**src/rtl/lsu_byte_bridge.sv**
```systemverilog
// Byte-serialising bridge: one core load/store becomes 1..8 little-endian byte
// beats on the memory channel, followed by a single extended response.
module lsu_byte_bridge #(
    parameter int ADDR_W = 64
) (
    input  logic              clk,
    input  logic              rst,
    input  logic              req_valid,
    output logic              req_ready,
    input  logic              req_we,
    input  logic [1:0]        req_size,
    input  logic              req_signed,
    input  logic [ADDR_W-1:0] req_addr,
    input  logic [63:0]       req_wdata,
    output logic              resp_valid,
    input  logic              resp_ready,
    output logic [63:0]       resp_rdata,
    output logic              resp_err,
    output logic              mem_mode,
    output logic              mem_valid,
    input  logic              mem_ready,
    output logic [ADDR_W-1:0] mem_addr,
    output logic [7:0]        mem_w_data,
    input  logic              mem_r_data_valid,
    input  logic [7:0]        mem_r_data,
    input  logic              mem_invalid_addr
);

    typedef enum logic [1:0] {IDLE, XFER, RESP} state_t;

    state_t      state;
    logic        we;
    logic        sgn;
    logic [1:0]  size;
    logic [2:0]  cnt;
    logic [63:0] wbuf;
    logic [63:0] rbuf;
    logic [63:0] rbuf_next;
    logic        last;

    assign last = (cnt == 3'((4'd1 << size) - 4'd1));

    // Read buffer including the byte returned by the beat completing this cycle.
    always_comb begin
        rbuf_next = rbuf;
        if (!we && mem_r_data_valid)
            rbuf_next[{cnt, 3'b000} +: 8] = mem_r_data;
    end

    function automatic logic [63:0] extend(input logic [63:0] d, input logic [1:0] sz,
                                           input logic s);
        case (sz)
            2'd0:    return {{56{s & d[7]}}, d[7:0]};
            2'd1:    return {{48{s & d[15]}}, d[15:0]};
            2'd2:    return {{32{s & d[31]}}, d[31:0]};
            default: return d;
        endcase
    endfunction

    always_ff @(posedge clk) begin
        if (rst) begin
            state      <= IDLE;
            we         <= 1'b0;
            sgn        <= 1'b0;
            size       <= 2'd0;
            cnt        <= 3'd0;
            wbuf       <= 64'd0;
            rbuf       <= 64'd0;
            req_ready  <= 1'b1;
            resp_valid <= 1'b0;
            resp_rdata <= 64'd0;
            resp_err   <= 1'b0;
            mem_valid  <= 1'b0;
            mem_mode   <= 1'b0;
            mem_addr   <= '0;
            mem_w_data <= 8'd0;
        end else begin
            case (state)
                IDLE: begin
                    if (req_valid) begin
                        state      <= XFER;
                        we         <= req_we;
                        sgn        <= req_signed;
                        size       <= req_size;
                        cnt        <= 3'd0;
                        wbuf       <= req_wdata;
                        rbuf       <= 64'd0;
                        req_ready  <= 1'b0;
                        mem_valid  <= 1'b1;
                        mem_mode   <= req_we;
                        mem_addr   <= req_addr;
                        mem_w_data <= req_wdata[7:0];
                    end
                end
                XFER: begin
                    // Memory-side outputs only move on a completed beat, so a stall holds them.
                    if (mem_ready) begin
                        if (mem_invalid_addr || last) begin
                            state      <= RESP;
                            mem_valid  <= 1'b0;
                            mem_mode   <= 1'b0;
                            mem_addr   <= '0;
                            mem_w_data <= 8'd0;
                            resp_valid <= 1'b1;
                        end
                        if (mem_invalid_addr) begin
                            rbuf       <= 64'd0;
                            resp_err   <= 1'b1;
                            resp_rdata <= 64'd0;
                        end else if (last) begin
                            rbuf       <= rbuf_next;
                            resp_rdata <= we ? 64'd0 : extend(rbuf_next, size, sgn);
                        end else begin
                            rbuf       <= rbuf_next;
                            cnt        <= cnt + 3'd1;
                            wbuf       <= wbuf >> 8;
                            mem_addr   <= mem_addr + ADDR_W'(1);
                            mem_w_data <= wbuf[15:8];
                        end
                    end
                end
                RESP: begin
                    if (resp_ready) begin
                        state      <= IDLE;
                        cnt        <= 3'd0;
                        req_ready  <= 1'b1;
                        resp_valid <= 1'b0;
                        resp_rdata <= 64'd0;
                        resp_err   <= 1'b0;
                    end
                end
                default: state <= IDLE;
            endcase
        end
    end

endmodule

```
**config.mk**
```make
export PLATFORM = sky130hd
export DESIGN_NAME = lsu_byte_bridge
export DESIGN_NICKNAME = d
export VERILOG_FILES = /design/src/rtl/lsu_byte_bridge.sv
export SDC_FILE = /design/constraint.sdc
export NUM_CORES = 1
export LEC_CHECK = 0
export ABC_AREA = 1
export BUFFER_PORTS_ARGS = -buffer_cell sky130_fd_sc_hd__buf_2
export CAP_MARGIN = 10
export CORE_ASPECT_RATIO = 0.8
export CORE_MARGIN = 3
export CORE_UTILIZATION = 30
export DETAILED_ROUTE_END_ITERATION = 6
export GPL_TIMING_DRIVEN = 1
export PLACE_DENSITY_LB_ADDON = 0.3
export SETUP_SLACK_MARGIN = 0.1
export SLEW_MARGIN = 20
export SYNTH_ARGS = -nofsm -noshare
export SYNTH_HDL_FRONTEND = slang
export SYNTH_SLANG_ARGS = --single-unit
```
**constraint.sdc**
```tcl
create_clock -name clk -period 2.6 [get_ports clk]
set_input_delay 0.78 -clock clk [delete_from_list [all_inputs] [get_ports clk]]
set_output_delay 0.78 -clock clk [all_outputs]
set_load 0.1 [all_outputs]
```
==> impl_metrics.tcl <==
set metrics [dict create \
    min_path_type "in -> reg" \
    core_area_um2 46330 \
    power_per_cell_area_nw_per_um2 775.7 \
    syn_to_final_growth_pct 22.85 \
    cts_made_buffers 31 \
    instances_no_fill 3088 \
    startpoint "cnt[0]$_SDFFE_PP0P_" \
    switching_share 0.4004 \
    synth_top_cell_by_area "dfxtp_1" \
    via_per_inst 5.017 \
    synth_enable_flop_cells 0 \
    root_buffer "clkbuf_16" \
    fillers 4939 \
    ys.flop_type "dfxtp_1" \
    slew_headroom 0.3699 \
    total_power_mw 13.61 \
    critPathLaunchType "register" \
    ys_warn_count 0 \
    critPathMaxFanout 14 \
    cp-end-kind "register" \
    synth_cell_types 44 \
    drc 0 \
    finClkSkew_ns 0.01658 \
    die_w_um 250.0 \
    drtAntennaViolNets 0 \
    overflow 0 \
    path_class "reg -> reg" \
    gp_congestion 0.9116 \
    combPwrFrac 0.299 \
    maxCapViolations 0 \
    synth_top_area_frac 0.3784 \
    syn_area_per_cell_um2 6.461 \
    worstPathRequired_ns 3.11 \
    cts_sinks 270 \
    track_usage 0.1869 \
    wl_per_cell_um 16.10 \
    syn_nets 2366 \
    synthCells 2211 \
    grt_pass1_vias 14240 \
    dieHeight_um 201.2 \
    cts_tree "done" \
    rows 70 \
    ios 288 \
    grt_max_degree 139 \
    vdd.ir_drop.worst_mv 0.5422 \
    fin_tns_setup_ns 0 \
    setup_viol 0 \
    max_freq_mhz 409.0 \
    cts_buffer_depth 3 \
    start_util 0.3083 \
    net-switching-power_mw 5.451 \
    ys_ff_latch 270 \
    grt_pass1_wl_mm 77.87 \
    routed_wl_mm 49.71 \
    fin_area_um2 17550 \
    clock_latency_ns 0.60 \
    leakagePower_nw 7.399 \
    run_status "finished clean" \
    whs_path_depth 3 \
    htree_levels 1 \
    ys_top_cells_by_count "nand2_1 (650), dfxtp_1 (270), inv_1 (208)" \
    fin_hold_ws_ns 0.4435 \
    period_share 0.9404 \
    grt_busiest_layer "met2" \
    cp.arrival_ns 2.96 \
    final-max-slew-violation-count 0 \
    final-hold-violation-count 0 \
    port_buffers 287 \
    rsz0062_at_grt "no" \
    reg2reg_depth 10 \
    hp-start "resp_ready" \
    drt_iter0_markers 1176 \
    p_int_mw 8.162 \
    hpwl_mm 35.96 \
    synth.area.top_cells "dfxtp_1 (38%), nand2_1 (17%), o21ai_0 (6.5%)" \
    placed_area_um2 16410 \
    use_met3 0.03942 \
    worstMarginPinSlew_ns 0.9451 \
    antenna_found_initial 3 \
    synthArstFlopShare 0 \
    seq_area_frac_synth 0.3784 \
    grt_util_met2 0.2804 \
    first_pass_iters 6 \
    vias 15490 \
    period_needed_ns 2.445 \
    yosysMostFrequentCell "nand2_1" \
    nets 2604 \
    place_inst 3027 \
    drive_gt1_frac 0.1856 \
    grtUsageMet1 0.2702 \
    clkTransAtPathRegs_ns 0.07 \
    timing.rr.start "cnt[0]$_SDFFE_PP0P_" \
    netlist_area_um2 14280 \
    clkPwrFrac 0.338 \
    seqPwrFrac 0.363 \
    dieArea_um2 50290 \
]
stage by stage:
stage | utilization | setup slack, ns
5_1_grt | 0.3787 | 0.1096
2_1_floorplan | - | 0.1578
6_report | 0.3788 | 0.1549
3_3_place_gp | 0.3541 | 0.2620
4_1_cts | 0.3772 | 0.1757
3_5_place_dp | 0.3541 | 0.2080
power groups by stage:
stage	registers [mW]	logic (mW)	clock network, mW
final	4.94	4.07	4.60
after global routing	5.00	4.37	4.89
after CTS	4.93	4.05	4.73
after detailed placement	5.02	4.04	0
after global placement	5.01	4.00	0
after floorplan	6.35	1.66	0
critical path, stage by stage, from the launching register on:
cell and delay (ns):
dfxtp_1 0.35, inv_2 0.08, ha_2 0.21, ha_1 0.23, nor2_2 0.22, inv_2 0.15
nor3_1 0.52, o21ai_0 0.21, o21ai_0 0.18, nand2_1 0.08, a21oi_1 0.12
logic make-up after synthesis:
kind of cell,after synthesis,share of synthesized area
xor gates and xnor gates,8,0.004905
and+or+nand+nor,1060,0.3144
DFF,270,0.3784
buffers and inverters,354,0.1008
AOI/OAI and AO/OA,511,0.1945
adders and majority gates,8,0.007007
area by class of cell:
class | count | area [um2] | area share
Multi-Input combinational cell | 1587 | 7493 | 0.4270
Sequential cell | 270 | 5409 | 0.3082
Timing Repair Buffer | 336 | 1957 | 0.1115
Clock buffer | 44 | 904.6 | 0.05155
Inverter | 223 | 845.8 | 0.04820
Tap cell | 612 | 765.7 | 0.04363
Clock inverter | 13 | 166.4 | 0.009482
Antenna cell | 3 | 7.507 | 0.0004278
layer usage:
layer	part of all wire	wire, um	vias up
met5	0.00026	13	-
met4	0.027	1336	2
met3	0.077	3821	76
met2	0.43	21220	537
met1	0.47	23320	7144
li1	-	-	7734
path summary, 6_finish.rpt:
check | endpoint | slack, ns
setup / recovery | resp_rdata[25]$_SDFFE_PP0P_ | 0.15
hold / removal | req_ready$_SDFFE_PP1P_ | 0.44
setup reg to reg | resp_rdata[25]$_SDFFE_PP0P_ | 0.15
hold reg to reg | req_ready$_SDFFE_PP1P_ | 0.46
what timing repair did:
| item | in CTS | in global routing |
|---|---|---|
| resized for setup | 0 | 10 |
| setup buffers | 0 | 0 |
| hold buffers | 0 | 0 |
| setup endpoints to repair | 0 | 61 |
flip-flops by register name (all words and copies together), names as in the netlist:
| register | cells |
|---|---|
| cnt | 3 |
| mem_addr | 64 |
| mem_mode | 1 |
| mem_valid | 1 |
| mem_w_data | 8 |
| rbuf | 64 |
| req_ready | 1 |
| resp_err | 1 |
| resp_rdata | 64 |
| resp_valid | 1 |
| sgn | 1 |
| size | 2 |
| state | 2 |
| wbuf | 56 |
| we | 1 |
cell usage in the layout, fill, tap and decap left out, drive strengths merged, types with 31 or more instances in the layout:
master | synthesis | layout
a21oi | 179 | 179
a31oi | 86 | 86
buf | 50 | 335
clkbuf | 81 | 45
dfxtp | 270 | 270
inv | 223 | 224
nand2 | 654 | 654
nand3 | 151 | 151
nor2 | 174 | 174
nor3 | 31 | 31
o21ai | 197 | 197
o22ai | 31 | 31
Power figures use the tool's default switching activity.
